==> config.mk <==
export PLATFORM = sky130hd
export DESIGN_NAME = llsc_arbiter
export DESIGN_NICKNAME = d
export VERILOG_FILES = /design/src/rtl/llsc_arbiter.sv
export SDC_FILE = /design/constraint.sdc
export NUM_CORES = 1
export LEC_CHECK = 0
export BUFFER_PORTS_ARGS = -buffer_cell sky130_fd_sc_hd__buf_2
export CAP_MARGIN = 15
export CORE_MARGIN = 2
export CORE_UTILIZATION = 40
export DETAILED_ROUTE_END_ITERATION = 10
export PLACE_DENSITY = 0.84
export SETUP_SLACK_MARGIN = 0.05
export SLEW_MARGIN = 20
export SYNTH_ARGS = -nofsm -noshare
export SYNTH_HDL_FRONTEND = slang
export SYNTH_SLANG_ARGS = --single-unit
==> constraint.sdc <==
create_clock -name clock -period 1.7 [get_ports clock]
set_input_delay 0.085 -clock clock [delete_from_list [all_inputs] [get_ports clock]]
set_output_delay 0.085 -clock clock [all_outputs]
set_load 0.005 [all_outputs]
==> src/rtl/llsc_arbiter.sv <==
// Round-robin arbiter for two LSQs sharing one LL/SC reservation table.
// Optional LL full-stall counter is enabled by defining LLSC_ARB_STALL_CNT_EN.
`ifndef LDQ_L_INST
`define LDQ_L_INST 6'h21
`endif
`ifndef STQ_C_INST
`define STQ_C_INST 6'h22
`endif
`ifndef STQ_INST
`define STQ_INST 6'h23
`endif

module llsc_arbiter #(
  parameter int ADDR_W = 64,
  parameter int OP_W   = 6
) (
  input  logic              clock,
  input  logic              reset,
  input  logic              t0_req_valid,
  input  logic [OP_W-1:0]   t0_req_op,
  input  logic [ADDR_W-1:0] t0_req_addr,
  output logic              t0_req_ready,
  input  logic              t1_req_valid,
  input  logic [OP_W-1:0]   t1_req_op,
  input  logic [ADDR_W-1:0] t1_req_addr,
  output logic              t1_req_ready,
  output logic              resp_valid,
  output logic              resp_tid,
  output logic              resp_success,
  input  logic              resp_ready,
  output logic              llsc_enable,
  output logic [OP_W-1:0]   llsc_op_type,
  output logic [ADDR_W-1:0] llsc_mem_addr,
  input  logic              llsc_store_success,
  input  logic              llsc_full
`ifdef LLSC_ARB_STALL_CNT_EN
  ,
  output logic [15:0]       stall_count
`endif
);

  localparam logic [OP_W-1:0] OP_LL = OP_W'(`LDQ_L_INST);
  localparam logic [OP_W-1:0] OP_SC = OP_W'(`STQ_C_INST);
  localparam logic [OP_W-1:0] OP_ST = OP_W'(`STQ_INST);

  typedef enum logic [1:0] {IDLE, ISSUE, RESP} state_t;

  state_t              state, state_nxt;
  logic                last_grant;
  logic [OP_W-1:0]     op_q;
  logic [ADDR_W-1:0]   addr_q;
  logic                tid_q;
  logic                elig0, elig1;
  logic                grant, grant_tid;

  function automatic logic is_llsc(input logic [OP_W-1:0] op);
    return (op == OP_LL) || (op == OP_SC) || (op == OP_ST);
  endfunction

  // An LL cannot be placed while the table is full; it waits rather than drops.
  always_comb begin
    elig0         = t0_req_valid && !((t0_req_op == OP_LL) && llsc_full);
    elig1         = t1_req_valid && !((t1_req_op == OP_LL) && llsc_full);
    grant         = 1'b0;
    grant_tid     = 1'b0;
    state_nxt     = state;
    llsc_enable   = 1'b0;
    llsc_op_type  = '0;
    llsc_mem_addr = '0;
    resp_valid    = 1'b0;
    case (state)
      IDLE: begin
        if (elig0 || elig1) begin
          grant     = 1'b1;
          grant_tid = (elig0 && elig1) ? ~last_grant : elig1;
          state_nxt = ISSUE;
        end
      end
      ISSUE: begin
        llsc_enable   = is_llsc(op_q);
        llsc_op_type  = op_q;
        llsc_mem_addr = addr_q;
        state_nxt     = RESP;
      end
      RESP: begin
        resp_valid = 1'b1;
        if (resp_ready) state_nxt = IDLE;
      end
      default: state_nxt = IDLE;
    endcase
    // A cycle under reset must not accept, issue or hand off anything.
    if (!reset) begin
      grant         = 1'b0;
      llsc_enable   = 1'b0;
      llsc_op_type  = '0;
      llsc_mem_addr = '0;
      resp_valid    = 1'b0;
    end
    t0_req_ready = grant && !grant_tid;
    t1_req_ready = grant && grant_tid;
  end

  always_ff @(posedge clock) begin
    if (!reset) begin
      state        <= IDLE;
      last_grant   <= 1'b1;
      op_q         <= '0;
      addr_q       <= '0;
      tid_q        <= 1'b0;
      resp_tid     <= 1'b0;
      resp_success <= 1'b0;
    end else begin
      state <= state_nxt;
      if (grant) begin
        op_q       <= grant_tid ? t1_req_op   : t0_req_op;
        addr_q     <= grant_tid ? t1_req_addr : t0_req_addr;
        tid_q      <= grant_tid;
        last_grant <= grant_tid;
      end
      if (state == ISSUE) begin
        resp_tid     <= tid_q;
        resp_success <= is_llsc(op_q) ? llsc_store_success : 1'b1;
      end
    end
  end

`ifdef LLSC_ARB_STALL_CNT_EN
  logic ll_stall;
  assign ll_stall = (state == IDLE) && llsc_full &&
                    ((t0_req_valid && (t0_req_op == OP_LL)) ||
                     (t1_req_valid && (t1_req_op == OP_LL)));

  always_ff @(posedge clock) begin
    if (!reset) begin
      stall_count <= '0;
    end else if (ll_stall && (stall_count != 16'hFFFF)) begin
      stall_count <= stall_count + 16'd1;
    end
  end
`endif

endmodule

==> impl_metrics.tcl <==
set metrics [dict create \
    synth_top_area_cell "dfxtp_1" \
    synth.avg_cell_area_um2 10.5 \
    fin_skew_ps 13.8 \
    antenna_found_initial 0 \
    via_per_inst 5.97 \
    ys_ff_latch 76 \
    critical_path_class "reg2out" \
    pre_cts_ws_ps -155 \
    antenna_left 0 \
    drc_errors 0 \
    slew_violations 0 \
    drv_cap 0 \
    max-clock-path-buffers 2 \
    cts_tree "built" \
    hold_path.class "in2reg" \
    yosys_most_used_dff "dfxtp_1" \
    rrSetupSlack_ps 130 \
    worstSetupStartpoint "state[1]" \
    tightest_slew_ps 628 \
    peakVddDrop_v 0.000382 \
    first_pass_iters 7 \
    row_count 35 \
    fmax_mhz 597 \
    synthArstFlopShare_pct 0 \
    yosys-top-cells-area "dfxtp_1 (39%), a221o_2 (19%), nor4b_1 (16%)" \
    ys_seq_area_share_pct 39.2 \
    grt_max_degree 73 \
    via_count 4669 \
    numPortBuffers 222 \
    synthDistinctLibCells 29 \
    rsz0062_at_grt "yes" \
    synthesis.area_um2 3880 \
    fp.coreArea_um2 9330 \
    cts_sinks 76 \
    initial_core_util_pct 41.6 \
    setup_viol 0 \
    start_kind "register" \
    worst-endpoint-arrival_ps 1590 \
    synth_nets 517 \
    synth_edf_count 0 \
    grt_pass1_wl_um 23100 \
    synth_warnings 0 \
    min_period_over_period_pct 98.5 \
    io_pins 223 \
    worstPathRequired_ps 1620 \
    slew_headroom_pct 58.2 \
    diodes 0 \
    final_core_util_pct 67.5 \
    cts_buffers 9 \
    grtUsageTotal_pct 27.7 \
    dp_hpwl_um 8500 \
    setup_tns_ps 0 \
    powerDensity_nw_per_um2 774 \
    finalHoldViolCount 0 \
    htree_levels 3 \
    crit_fanout 15 \
    drive_above_1_share_pct 52.4 \
    leakage_nw 3.09 \
    cts_root_buf "clkbuf_8" \
    rr_endpoint "addr_q[32]" \
    status "complete, no violations" \
    end_kind "output pin" \
    setup_ws_ps 25.8 \
    clock_latency_ps 340 \
    syn_inst 370 \
    reg2reg_from "state[1]" \
    clkTransAtPathRegs_ps 70 \
    grt_overflow 0 \
    period_minus_slack_ps 1670 \
    die_w_um 102 \
    areaGrowthSynthToFinish_pct 62.3 \
    drtIter0Drc 270 \
    first_global_vias 4747 \
    die_area_um2 10500 \
    critPathCapture "llsc_mem_addr[19]" \
    nets 797 \
    routedWlPerCell_um 20.4 \
    die_h_um 102 \
    rr_worst_depth 6 \
    wl_um 15900 \
    synth.top_cell.area_share_pct 39.2 \
    gp_congestion 0.771 \
    whs_ps 27.5 \
]
## cell usage after synthesis, types with 2 or more instances
library cell and n:
inv_1 3, a21oi_1 3, nor4b_1 71, clkbuf_1 27
nor3_1 2, a221o_1 6, buf_4 3, and3_1 70
buf_6 10, a221o_2 64, dfxtp_1 76, buf_2 12
nor2_1 3, nand2_1 4, nor3b_1 2
## placed cells by master, fill, tap and decap left out, types with 2 or more instances in the layout
cell	n
dfxtp_1	74
clkinvlp_4	2
buf_12	11
nor4b_1	71
bufinv_16	2
a221o_1	6
a21oi_1	2
clkbuf_8	10
dlygate4sd3_1	71
clkbuf_16	3
and3_1	69
nor2_1	2
buf_4	10
a221o_2	64
buf_2	221
buf_6	3
dfxtp_2	2
inv_1	3
nor3b_1	2
nand2_1	3
## metal layers
metal | vias to the layer above | routed length, µm | track usage, %
met2 | 308 | 8080 | 48.0
met5 | - | 0 | 0
li1 | 2087 | - | -
met4 | 0 | 401 | 12.2
met3 | 37 | 1300 | 5.47
met1 | 2237 | 6150 | 33.1
## worst min path at each step
| stage | cells after the start | slack [ps] | start | to |
|---|---|---|---|---|
| global placement | 2 | 310 | t0_req_addr[25] | addr_q[25] |
| detailed placement | 2 | 310 | t0_req_addr[2] | addr_q[2] |
| floorplan | 1 | 220 | t0_req_addr[23] | addr_q[23] |
| CTS | 3 | 6 | t0_req_valid | state[0] |
| finish | 3 | 30 | t0_req_valid | state[0] |
| global route | 3 | 40 | t0_req_valid | state[0] |
## per-stage QoR
step                      instance area (µm²)  power (mW)  instances
final                                    6290        4.87        782
after global routing                     6290        5.05        782
after CTS                                6160        4.77        775
after detailed placement                 5140        3.09        686
after global placement                   5140        3.05        686
after floorplan                          3880        2.68        370
## flip-flops by register name, summed over array words and instances (netlist names)
signal / count
last_grant: 1
addr_q: 64
op_q: 6
resp_tid: 1
resp_success: 1
state: 2
tid_q: 1
## cells by family (layout without fill, tap and decap cells)
| family | Yosys count | count (layout) | synth area share (%) |
|---|---|---|---|
| DFF | 76 | 76 | 39.2 |
| muxes | 1 | 1 | 0.258 |
| and+or+nand+nor | 157 | 157 | 29.8 |
| buffers and inverters | 55 | 338 | 7.94 |
| AOI/OAI and AO/OA | 81 | 81 | 22.8 |
## layout make-up
| type | instances | area (µm²) |
|---|---|---|
| Clock inverter | 4 | 75.1 |
| Clock buffer | 10 | 138 |
| Multi-Input combinational cell | 239 | 2100 |
| Inverter | 3 | 11.3 |
| Fill cell | 698 | 3030 |
| Timing Repair Buffer | 321 | 2280 |
| Sequential cell | 76 | 1520 |
| Tap cell | 129 | 161 |
## critical path: stages (launching register included)
cell	delay, ps
dfxtp_2	340
buf_6	120
nor2b_4	180
buf_12	150
clkbuf_16	180
and3_1	170
buf_2	120
## power by group
group / switching, mW / leakage [nW] / internal, mW
Combinational: 0.578 / 2.36 / 0.692
Sequential: 0.109 / 0.627 / 1.97
Clock: 0.667 / 0.100 / 0.851
## timing repair
item	4_1_cts	5_1_grt
endpoints found under the hold margin	71	0
pin swaps	2	1
setup buffers	2	3
hold buffers	71	0
gates cloned	2	4
endpoints found under the setup margin	4	73
resized for setup	6	4
No activity file was read; power rests on OpenSTA's default activity.
